### src/rtl/wb_mem_arbiter_pkg.sv
// wb_mem_arbiter_pkg: shared Wishbone cycle-type codes and arbiter state encoding.
package wb_mem_arbiter_pkg;
    localparam logic [2:0] CTI_CLASSIC = 3'b000;
    localparam logic [2:0] CTI_CONST   = 3'b001;
    localparam logic [2:0] CTI_INC     = 3'b010;
    localparam logic [2:0] CTI_EOB     = 3'b111;
    localparam logic [1:0] BTE_LINEAR  = 2'b00;
    typedef enum logic {ST_IDLE = 1'b0, ST_BUSY = 1'b1} state_t;
endpackage

### src/rtl/wb_mem_arbiter_if.sv
// wb_mem_arbiter_if: bundled master-side (NM packed lanes) and slave-side Wishbone B3 signals.
interface wb_mem_arbiter_if #(parameter int NM = 3, parameter int AW = 32, parameter int DW = 32);
    logic [NM*AW-1:0]   m_adr_i;
    logic [NM*DW-1:0]   m_dat_i;
    logic [NM*DW/8-1:0] m_sel_i;
    logic [NM-1:0]      m_we_i;
    logic [NM-1:0]      m_cyc_i;
    logic [NM-1:0]      m_stb_i;
    logic [NM*3-1:0]    m_cti_i;
    logic [NM*2-1:0]    m_bte_i;
    logic [DW-1:0]      m_dat_o;
    logic [NM-1:0]      m_ack_o;
    logic [NM-1:0]      m_err_o;
    logic [NM-1:0]      m_rty_o;
    logic [AW-1:0]      s_adr_o;
    logic [DW-1:0]      s_dat_o;
    logic [DW/8-1:0]    s_sel_o;
    logic               s_we_o;
    logic               s_cyc_o;
    logic               s_stb_o;
    logic [2:0]         s_cti_o;
    logic [1:0]         s_bte_o;
    logic [DW-1:0]      s_dat_i;
    logic               s_ack_i;
    logic               s_err_i;
    logic               s_rty_i;
    // The arbiter masters the RAM port; the surrounding masters and RAM form the slave view.
    modport master (
        input  m_adr_i, m_dat_i, m_sel_i, m_we_i, m_cyc_i, m_stb_i, m_cti_i, m_bte_i,
        input  s_dat_i, s_ack_i, s_err_i, s_rty_i,
        output m_dat_o, m_ack_o, m_err_o, m_rty_o,
        output s_adr_o, s_dat_o, s_sel_o, s_we_o, s_cyc_o, s_stb_o, s_cti_o, s_bte_o
    );
    modport slave (
        output m_adr_i, m_dat_i, m_sel_i, m_we_i, m_cyc_i, m_stb_i, m_cti_i, m_bte_i,
        output s_dat_i, s_ack_i, s_err_i, s_rty_i,
        input  m_dat_o, m_ack_o, m_err_o, m_rty_o,
        input  s_adr_o, s_dat_o, s_sel_o, s_we_o, s_cyc_o, s_stb_o, s_cti_o, s_bte_o
    );
endinterface

### src/rtl/wb_mem_arbiter_rr_pick.sv
// wb_rr_pick: combinational round-robin picker; first requester above the one-hot last grant, wrapping.
module wb_rr_pick #(parameter int NM = 3) (
    input  logic [NM-1:0] req,
    input  logic [NM-1:0] last,
    output logic [NM-1:0] nxt
);
    logic [NM-1:0] hi, r;
    // Bits strictly above last; empty when last is the MSB, which gives the wrap to bit 0.
    assign hi  = req & ~((last << 1) - {{(NM-1){1'b0}}, 1'b1});
    assign r   = |hi ? hi : req;
    assign nxt = r & (~r + {{(NM-1){1'b0}}, 1'b1});
endmodule

### src/rtl/wb_mem_arbiter.sv
// wb_mem_arbiter: round-robin Wishbone B3 arbiter for the shared RAM port; grant held for a whole cyc.
// Define WB_ARB_TIMEOUT_EN to add a watchdog that ends hung cycles with err after TIMEOUT_CYCLES.
module wb_mem_arbiter
    import wb_mem_arbiter_pkg::*;
#(
    parameter int NM             = 3,
    parameter int AW             = 32,
    parameter int DW             = 32,
    parameter int TIMEOUT_CYCLES = 255
) (
    input  logic                  wb_clk_i,
    input  logic                  wb_rst_i,
    wb_mem_arbiter_if.master      bus,
    output logic [NM-1:0]         grant_o
);
    state_t        state, state_nxt;
    logic [NM-1:0] last, last_nxt, grant_nxt, pick;
    logic          gcyc, gstb, tmo;

    if (NM < 2 || NM > 8 || TIMEOUT_CYCLES < 1) begin : g_bad_cfg
        $error("wb_mem_arbiter: unsupported NM or TIMEOUT_CYCLES");
    end

    assign gcyc = |(grant_o & bus.m_cyc_i);
    assign gstb = |(grant_o & bus.m_stb_i);

    wb_rr_pick #(.NM(NM)) u_pick (.req(bus.m_cyc_i), .last(last), .nxt(pick));

    always_ff @(posedge wb_clk_i) begin
        if (wb_rst_i) begin
            state   <= ST_IDLE;
            grant_o <= '0;
            last    <= {1'b1, {(NM-1){1'b0}}};
        end else begin
            state   <= state_nxt;
            grant_o <= grant_nxt;
            last    <= last_nxt;
        end
    end

    always_comb begin
        state_nxt = state;
        grant_nxt = grant_o;
        last_nxt  = last;
        if (state == ST_IDLE) begin
            if (|bus.m_cyc_i) begin
                state_nxt = ST_BUSY;
                grant_nxt = pick;
                last_nxt  = pick;
            end
        end else if (!gcyc || tmo) begin
            state_nxt = ST_IDLE;
            grant_nxt = '0;
        end
    end

    // Grant is zero in IDLE, so the AND-OR mux drives all slave-side outputs low there.
    always_comb begin
        bus.s_adr_o = '0;
        bus.s_dat_o = '0;
        bus.s_sel_o = '0;
        bus.s_cti_o = '0;
        bus.s_bte_o = '0;
        for (int k = 0; k < NM; k++) begin
            if (grant_o[k]) begin
                bus.s_adr_o = bus.s_adr_o | bus.m_adr_i[k*AW +: AW];
                bus.s_dat_o = bus.s_dat_o | bus.m_dat_i[k*DW +: DW];
                bus.s_sel_o = bus.s_sel_o | bus.m_sel_i[k*(DW/8) +: DW/8];
                bus.s_cti_o = bus.s_cti_o | bus.m_cti_i[k*3 +: 3];
                bus.s_bte_o = bus.s_bte_o | bus.m_bte_i[k*2 +: 2];
            end
        end
        bus.s_we_o  = |(grant_o & bus.m_we_i);
        bus.s_cyc_o = gcyc & ~tmo;
        bus.s_stb_o = gstb & ~tmo;
        bus.m_ack_o = grant_o & {NM{bus.s_ack_i}};
        bus.m_err_o = grant_o & {NM{bus.s_err_i | tmo}};
        bus.m_rty_o = grant_o & {NM{bus.s_rty_i}};
    end

    assign bus.m_dat_o = bus.s_dat_i;

`ifdef WB_ARB_TIMEOUT_EN
    localparam int TW = $clog2(TIMEOUT_CYCLES + 1);
    logic [TW-1:0] tmo_cnt;
    assign tmo = (state == ST_BUSY) && (tmo_cnt == TW'(TIMEOUT_CYCLES));
    always_ff @(posedge wb_clk_i) begin
        tmo_cnt <= (wb_rst_i || state != ST_BUSY || tmo || bus.s_ack_i || bus.s_err_i || bus.s_rty_i)
                   ? '0 : tmo_cnt + TW'(gstb);
    end
`else
    assign tmo = 1'b0;
`endif
endmodule
### src/flat_wrapper.sv
// flat-port wrapper written by rule: the top's interface ports become plain ports
module wb_mem_arbiter_flat import wb_mem_arbiter_pkg::*;
#(
    parameter int NM             = 3,
    parameter int AW             = 32,
    parameter int DW             = 32,
    parameter int TIMEOUT_CYCLES = 255
)
  (wb_clk_i, wb_rst_i, grant_o, bus_m_adr_i, bus_m_dat_i, bus_m_sel_i, bus_m_we_i, bus_m_cyc_i, bus_m_stb_i, bus_m_cti_i, bus_m_bte_i, bus_s_dat_i, bus_s_ack_i, bus_s_err_i, bus_s_rty_i, bus_m_dat_o, bus_m_ack_o, bus_m_err_o, bus_m_rty_o, bus_s_adr_o, bus_s_dat_o, bus_s_sel_o, bus_s_we_o, bus_s_cyc_o, bus_s_stb_o, bus_s_cti_o, bus_s_bte_o);
  wb_mem_arbiter_if #(.NM(NM), .AW(AW), .DW(DW)) bus_i ();
  input  logic wb_clk_i;
  input  logic wb_rst_i;
  output logic [NM-1:0] grant_o;
  input wire logic [$bits(bus_i.m_adr_i)-1:0] bus_m_adr_i;
  input wire logic [$bits(bus_i.m_dat_i)-1:0] bus_m_dat_i;
  input wire logic [$bits(bus_i.m_sel_i)-1:0] bus_m_sel_i;
  input wire logic [$bits(bus_i.m_we_i)-1:0] bus_m_we_i;
  input wire logic [$bits(bus_i.m_cyc_i)-1:0] bus_m_cyc_i;
  input wire logic [$bits(bus_i.m_stb_i)-1:0] bus_m_stb_i;
  input wire logic [$bits(bus_i.m_cti_i)-1:0] bus_m_cti_i;
  input wire logic [$bits(bus_i.m_bte_i)-1:0] bus_m_bte_i;
  input wire logic [$bits(bus_i.s_dat_i)-1:0] bus_s_dat_i;
  input wire logic [$bits(bus_i.s_ack_i)-1:0] bus_s_ack_i;
  input wire logic [$bits(bus_i.s_err_i)-1:0] bus_s_err_i;
  input wire logic [$bits(bus_i.s_rty_i)-1:0] bus_s_rty_i;
  output wire logic [$bits(bus_i.m_dat_o)-1:0] bus_m_dat_o;
  output wire logic [$bits(bus_i.m_ack_o)-1:0] bus_m_ack_o;
  output wire logic [$bits(bus_i.m_err_o)-1:0] bus_m_err_o;
  output wire logic [$bits(bus_i.m_rty_o)-1:0] bus_m_rty_o;
  output wire logic [$bits(bus_i.s_adr_o)-1:0] bus_s_adr_o;
  output wire logic [$bits(bus_i.s_dat_o)-1:0] bus_s_dat_o;
  output wire logic [$bits(bus_i.s_sel_o)-1:0] bus_s_sel_o;
  output wire logic [$bits(bus_i.s_we_o)-1:0] bus_s_we_o;
  output wire logic [$bits(bus_i.s_cyc_o)-1:0] bus_s_cyc_o;
  output wire logic [$bits(bus_i.s_stb_o)-1:0] bus_s_stb_o;
  output wire logic [$bits(bus_i.s_cti_o)-1:0] bus_s_cti_o;
  output wire logic [$bits(bus_i.s_bte_o)-1:0] bus_s_bte_o;
  assign bus_i.m_adr_i = bus_m_adr_i;
  assign bus_i.m_dat_i = bus_m_dat_i;
  assign bus_i.m_sel_i = bus_m_sel_i;
  assign bus_i.m_we_i = bus_m_we_i;
  assign bus_i.m_cyc_i = bus_m_cyc_i;
  assign bus_i.m_stb_i = bus_m_stb_i;
  assign bus_i.m_cti_i = bus_m_cti_i;
  assign bus_i.m_bte_i = bus_m_bte_i;
  assign bus_i.s_dat_i = bus_s_dat_i;
  assign bus_i.s_ack_i = bus_s_ack_i;
  assign bus_i.s_err_i = bus_s_err_i;
  assign bus_i.s_rty_i = bus_s_rty_i;
  assign bus_m_dat_o = bus_i.m_dat_o;
  assign bus_m_ack_o = bus_i.m_ack_o;
  assign bus_m_err_o = bus_i.m_err_o;
  assign bus_m_rty_o = bus_i.m_rty_o;
  assign bus_s_adr_o = bus_i.s_adr_o;
  assign bus_s_dat_o = bus_i.s_dat_o;
  assign bus_s_sel_o = bus_i.s_sel_o;
  assign bus_s_we_o = bus_i.s_we_o;
  assign bus_s_cyc_o = bus_i.s_cyc_o;
  assign bus_s_stb_o = bus_i.s_stb_o;
  assign bus_s_cti_o = bus_i.s_cti_o;
  assign bus_s_bte_o = bus_i.s_bte_o;
  wb_mem_arbiter #(.NM(NM), .AW(AW), .DW(DW), .TIMEOUT_CYCLES(TIMEOUT_CYCLES)) u_core (.wb_clk_i(wb_clk_i), .wb_rst_i(wb_rst_i), .bus(bus_i), .grant_o(grant_o));
endmodule
### config.mk
export PLATFORM = sky130hd
export DESIGN_NAME = wb_mem_arbiter_flat
export DESIGN_NICKNAME = d
export VERILOG_FILES = /design/src/rtl/wb_mem_arbiter_pkg.sv /design/src/rtl/wb_mem_arbiter_if.sv /design/src/rtl/wb_mem_arbiter_rr_pick.sv /design/src/rtl/wb_mem_arbiter.sv /design/src/flat_wrapper.sv
export SDC_FILE = /design/constraint.sdc
export NUM_CORES = 1
export LEC_CHECK = 0
export BUFFER_PORTS_ARGS = -buffer_cell sky130_fd_sc_hd__buf_2
export CAP_MARGIN = 25
export CORE_AREA = 2 2 150 152
export DETAILED_ROUTE_END_ITERATION = 8
export DIE_AREA = 0 0 152 154
export GPL_TIMING_DRIVEN = 1
export HOLD_SLACK_MARGIN = 0.06
export SYNTH_ARGS = -nofsm -noshare
export SYNTH_HDL_FRONTEND = slang
export SYNTH_SLANG_ARGS = --single-unit
### constraint.sdc
create_clock -name wb_clk_i -period 1.24 [get_ports wb_clk_i]
set_input_delay 0.186 -clock wb_clk_i [delete_from_list [all_inputs] [get_ports wb_clk_i]]
set_output_delay 0.186 -clock wb_clk_i [all_outputs]
set_load 0.02 [all_outputs]
**Word-level counts from Yosys, hierarchy flattened**

Index checks and enable logic that the tools add are counted.
Widths: inputs -> output; s select.

- $add $sub $neg: 2
- Eq/ne operators: 1
- Muxes and demuxes: 22
- Bitwise operators: 21
- Reductions and logical operators: 8

Operators by type and width:

| kind | count |
|---|---|
| $mux 32 | 6 |
| $or 32x32->32 | 4 |
| $and 3x3->3 | 8 |
| $mux 3 | 7 |
| $reduce_or 3->1 | 5 |
| $mux 4 | 3 |
| $or 4x4->4 | 2 |
| $mux 2 | 3 |
| $not 3->3 | 2 |
| $or 3x3->3 | 2 |
| $or 2x2->2 | 2 |
| $reduce_and 2->1 | 2 |
| $add 3x1->3 const B | 1 |
| $mux 1 | 3 |
| $sub 3x1->3 const B | 1 |
| $ne 2x2->1 const B | 1 |
| $reduce_bool 2->1 | 1 |
| $not 1->1 | 1 |

- Register bits after elaboration: 6
- Bits of input ports: 265
- Output and inout port bits: 120
- Word-level logic and storage cells: 57

**Logic depth before layout (Yosys ltp)**

- Word-level depth: 10
- Depth in mapped cells: 5
- Mapped depth without buffers: 4

**Hierarchy**

Synthesis repeated with hierarchy kept, for this count alone.

- Cells, all modules: 264
- Area total of the unflattened synthesis: 1,819.2 µm²

Modules (own cells, without submodules):

| module | times used | cells each | area an instance (µm²) |
|---|---|---|---|
| wb_mem_arbiter | 1 | 253 | 1,756.7 |
| wb_rr_pick | 1 | 11 | 62.6 |

**Worst setup path after synthesis**

No wires, ideal clock.

- Path type: register to output
- Start: reg u_core.grant_o[2]
- End: out bus_m_ack_o[2]
- Arrival time: 1.319 ns
- Data required time: 1.054 ns
- Path slack: -0.265 ns
- Cell stages (with the launch flop): 5
- Path buffers: 3
- Path through: dfxtp_1 > buf_2 > buf_2 > clkbuf_1 > and2_1

- Word-level cells in the longest chain between the ends: 1

RTL lines:

| item | RTL line | text |
|---|---|---|
| start: declaration | wb_mem_arbiter.sv:14 | `output logic [NM-1:0] grant_o` |
| start signal: assignment | wb_mem_arbiter.sv:36 | `grant_o <= grant_nxt;` |
| $and 3x3->3 | wb_mem_arbiter.sv:76 | `bus.m_ack_o = grant_o & {NM{bus.s_ack_i}};` |
| end: declaration | flat_wrapper.sv:27 | `output wire logic [$bits(bus_i.m_ack_o)-1:0] bus_m_ack_o;` |

No other way between the ends.

**Worst setup path in the final report**

- Start: reg u_core.grant_o[0]
- End: out bus_s_dat_o[8]

- Word-level cells in the longest chain between the ends: 5

RTL lines:

| item | RTL line | text |
|---|---|---|
| $mux 32 * | wb_mem_arbiter.sv:65 | `if (grant_o[k]) begin` |
| $or 32x32->32 | wb_mem_arbiter.sv:67 | `bus.s_dat_o = bus.s_dat_o \| bus.m_dat_i[k*DW +: DW];` |
| $mux 32 * | wb_mem_arbiter.sv:65 |  |
| $or 32x32->32 | wb_mem_arbiter.sv:67 |  |
| $mux 32 * | wb_mem_arbiter.sv:65 |  |
| end: declaration | flat_wrapper.sv:31 | `output wire logic [$bits(bus_i.s_dat_o)-1:0] bus_s_dat_o;` |

Every way passes the cells marked *; elsewhere a longest branch is shown, timed or not.

==> flow_summary.ini <==
[run_status]
status = finished with violations
violations = negative setup slack

[critical_path]
cp_max_fo = 6
end_kind = output pin
cp_slowest_cell = dfxtp_4
critPathKind = reg2out
startpoint_type = flop
arrival_ns = 1.50
path_buf_inv = 3
critPathTopFamily = buffers and inverters
cp_slowest_stage_delay_ns = 0.40
path_cells = bufbuf_16, a222oi_1, inv_1, buf_6
critPathRequiredTime_ns = 1.05

[finish]
syn2layout_area_growth_pct = 140
fill_cells = 2439
final_cell_area_um2 = 4170
drive_above_1_share_pct = 66.7
utilization_pct = 19.2
multi_input_area_um2 = 1000
nNetsFinal = 812
area.sequential_um2 = 131

[route]
drt_iter0_markers = 660
drt-met1-wl_mm = 5.20
dr.pass1.iters = 7
viasPerCell = 4.10
wl_mm = 13.8
drc = 0
route.vias.total = 3394
wl_met2_mm = 6.66
ant_nets = 0
wl_per_cell_um = 16.6
wl_met3_mm = 1.40
top_layer = met5

[clocking]
htreeDepth = 1
cts-root-buf = clkbuf_16
cts_max_path_buffers = 2
clk-insertion-delay-late_ns = 0.23
cts.sinks = 6
cts_tree = yes
cts_buffers = 3
clk_pin_slew_worst_paths_ns = 0.04

[floorplanning]
dieHeight_um = 154
die_area_um2 = 23400
core-area_um2 = 21700
rows = 54
io_pins = 385
initial_core_util_pct = 8.00
die_x_um = 152

[synthesis]
netlist_top_cells_count = 77 x inv_1, 76 x a222oi_1, 32 x buf_4
netlist.area_leader.share_pct = 43.8
yosysWarnings = 0
synth-async-reset-ratio_pct = 0
syn_nets = 520
synth_seq_area_share_pct = 6.92
synth_ff_type = dfxtp_1
synth.most_common_cell = inv_1
yosysTopAreaCell = a222oi_1
synthTopCellsByArea = a222oi_1 44%, inv_1 17%, buf_4 14%
synth_area_um2 = 1740
ys_types = 23
synth_edf_count = 0
syn_inst = 255
syn_area_per_cell_um2 = 6.81
ys_seq_elements = 6

[sta]
hold_viol = 0
relSlewSlack_pct = 75.0
slew_viol_final = 0
worst_pin_slew_ns = 0.375
timing.final.crit_share_pct = 136
period_needed_ns = 1.69
clock_skew_ns = 0.00220
finalWorstSetupSlack_ns = -0.447
fmax_ghz = 0.593
rsz0062_at_grt = yes
finalSetupViolations = 88
whs_ns = 0.198

[power_and_ir_drop]
ir_worst_vdd_mv = 0.725
power.total_mw = 3.08
p_per_area_nw_per_um2 = 737
leakagePower_nw = 2.57

[grt]
grt_overflow_total = 0
antenna_found_initial = 2
grt_max_degree = 37
grt_pass1_vias = 3183
grt_usage_pct = 10.0
grt_pass1_wl_mm = 18.4

[place]
placed_area_um2 = 3490
dp_hpwl_mm = 9.50
place_congestion = 0.772
place_ws_ns = -0.189
port_buffers = 320

[hold_path]
hp-class = in2reg

[job]
drv_cap = 0
[per-stage QoR]
step	cells	TNS, ns
global route	827	-33.22
floorplan	255	-3.16
detailed placement	806	-3.44
global placement	806	-2.46
CTS	822	-28.34
finish	827	-26.85
[kinds of logic after synthesis]
logic type / Yosys count / share of synthesized area (%)
buffers and inverters: 136 / 37.3
and+or+nand+nor: 24 / 7.79
AOI/OAI and AO/OA: 89 / 48.0
DFF: 6 / 6.92
[layer usage]
metal | global-route usage [%] | vias up
met5 | 0 | -
met4 | 3.20 | 2
met3 | 3.07 | 26
met2 | 17.4 | 254
met1 | 11.9 | 1565
li1 | - | 1547
[power by group]
part / internal (mW) / total (mW) / switching, mW / leakage [nW]
registers: 0.212 / 0.263 / 0.0510 / 0.0516
logic: 1.12 / 2.28 / 1.16 / 2.48
clock network: 0.427 / 0.536 / 0.109 / 0.0382
total: 1.75 / 3.08 / 1.32 / 2.57
[worst paths after layout]
path | depth (start not counted) | from | endpoint | slack (ns)
min reg2reg | 2 | u_core.last[1] | u_core.last[1] | 0.52
max | 4 | u_core.grant_o[0] | bus_s_dat_o[8] | -0.45
min | 2 | wb_rst_i | u_core.grant_o[1] | 0.20
max reg2reg | 7 | u_core.grant_o[0] | u_core.grant_o[2] | -0.21
[worst register-to-register path, delay by kind of cell (launching register included)]
kind,cells,cell delay (ns)
flops,1,0.40
compound gates,2,0.32
simple gates,2,0.17
buf+inv,3,0.45
[layout by cell type (no fill, tap or decap)]
| cell type | count |
|---|---|
| nand3_2 | 1 |
| nand2_2 | 1 |
| buf_12 | 9 |
| inv_1 | 77 |
| nor2b_1 | 1 |
| nand2_1 | 2 |
| o21ai_1 | 1 |
| and2_1 | 1 |
| a21boi_0 | 1 |
| diode_2 | 1 |
| buf_2 | 283 |
| buf_6 | 36 |
| nor4_1 | 1 |
| and3b_1 | 1 |
| dfxtp_1 | 3 |
| o21ai_0 | 2 |
| dfxtp_4 | 3 |
| and2_4 | 8 |
| nand2b_1 | 1 |
| nand4b_1 | 1 |
| clkbuf_16 | 5 |
| bufbuf_16 | 1 |
| a222oi_1 | 76 |
| or2_2 | 1 |
| clkbuf_1 | 1 |
| nor3_1 | 1 |
| a21oi_1 | 7 |
| nor2_1 | 3 |
| a211oi_1 | 1 |
| buf_4 | 9 |
| nand2_4 | 1 |
| buf_16 | 6 |
| a21boi_1 | 1 |
[registers in the layout, indices dropped and copies added, names as in the netlist]
signal / count
u_core.last: 2
u_core.state: 1
u_core.grant_o: 3
[timing repair]
action | in CTS | in global routing
resized for setup | 43 | 55
gates cloned | 8 | 3
pin swaps | 19 | 26
buffers inserted | 4 | 2
endpoints found under the setup margin | 86 | 91
hold buffers | 0 | 0
[layout make-up]
type | count | area share [%]
Timing Repair Buffer | 346 | 55.5
Multi-Input combinational cell | 113 | 24.0
Tap cell | 280 | 8.40
Inverter | 77 | 6.93
Sequential cell | 6 | 3.15
Clock buffer | 4 | 1.89
Antenna cell | 1 | 0.0600
Note: power is estimated with default switching activity, not from simulation.
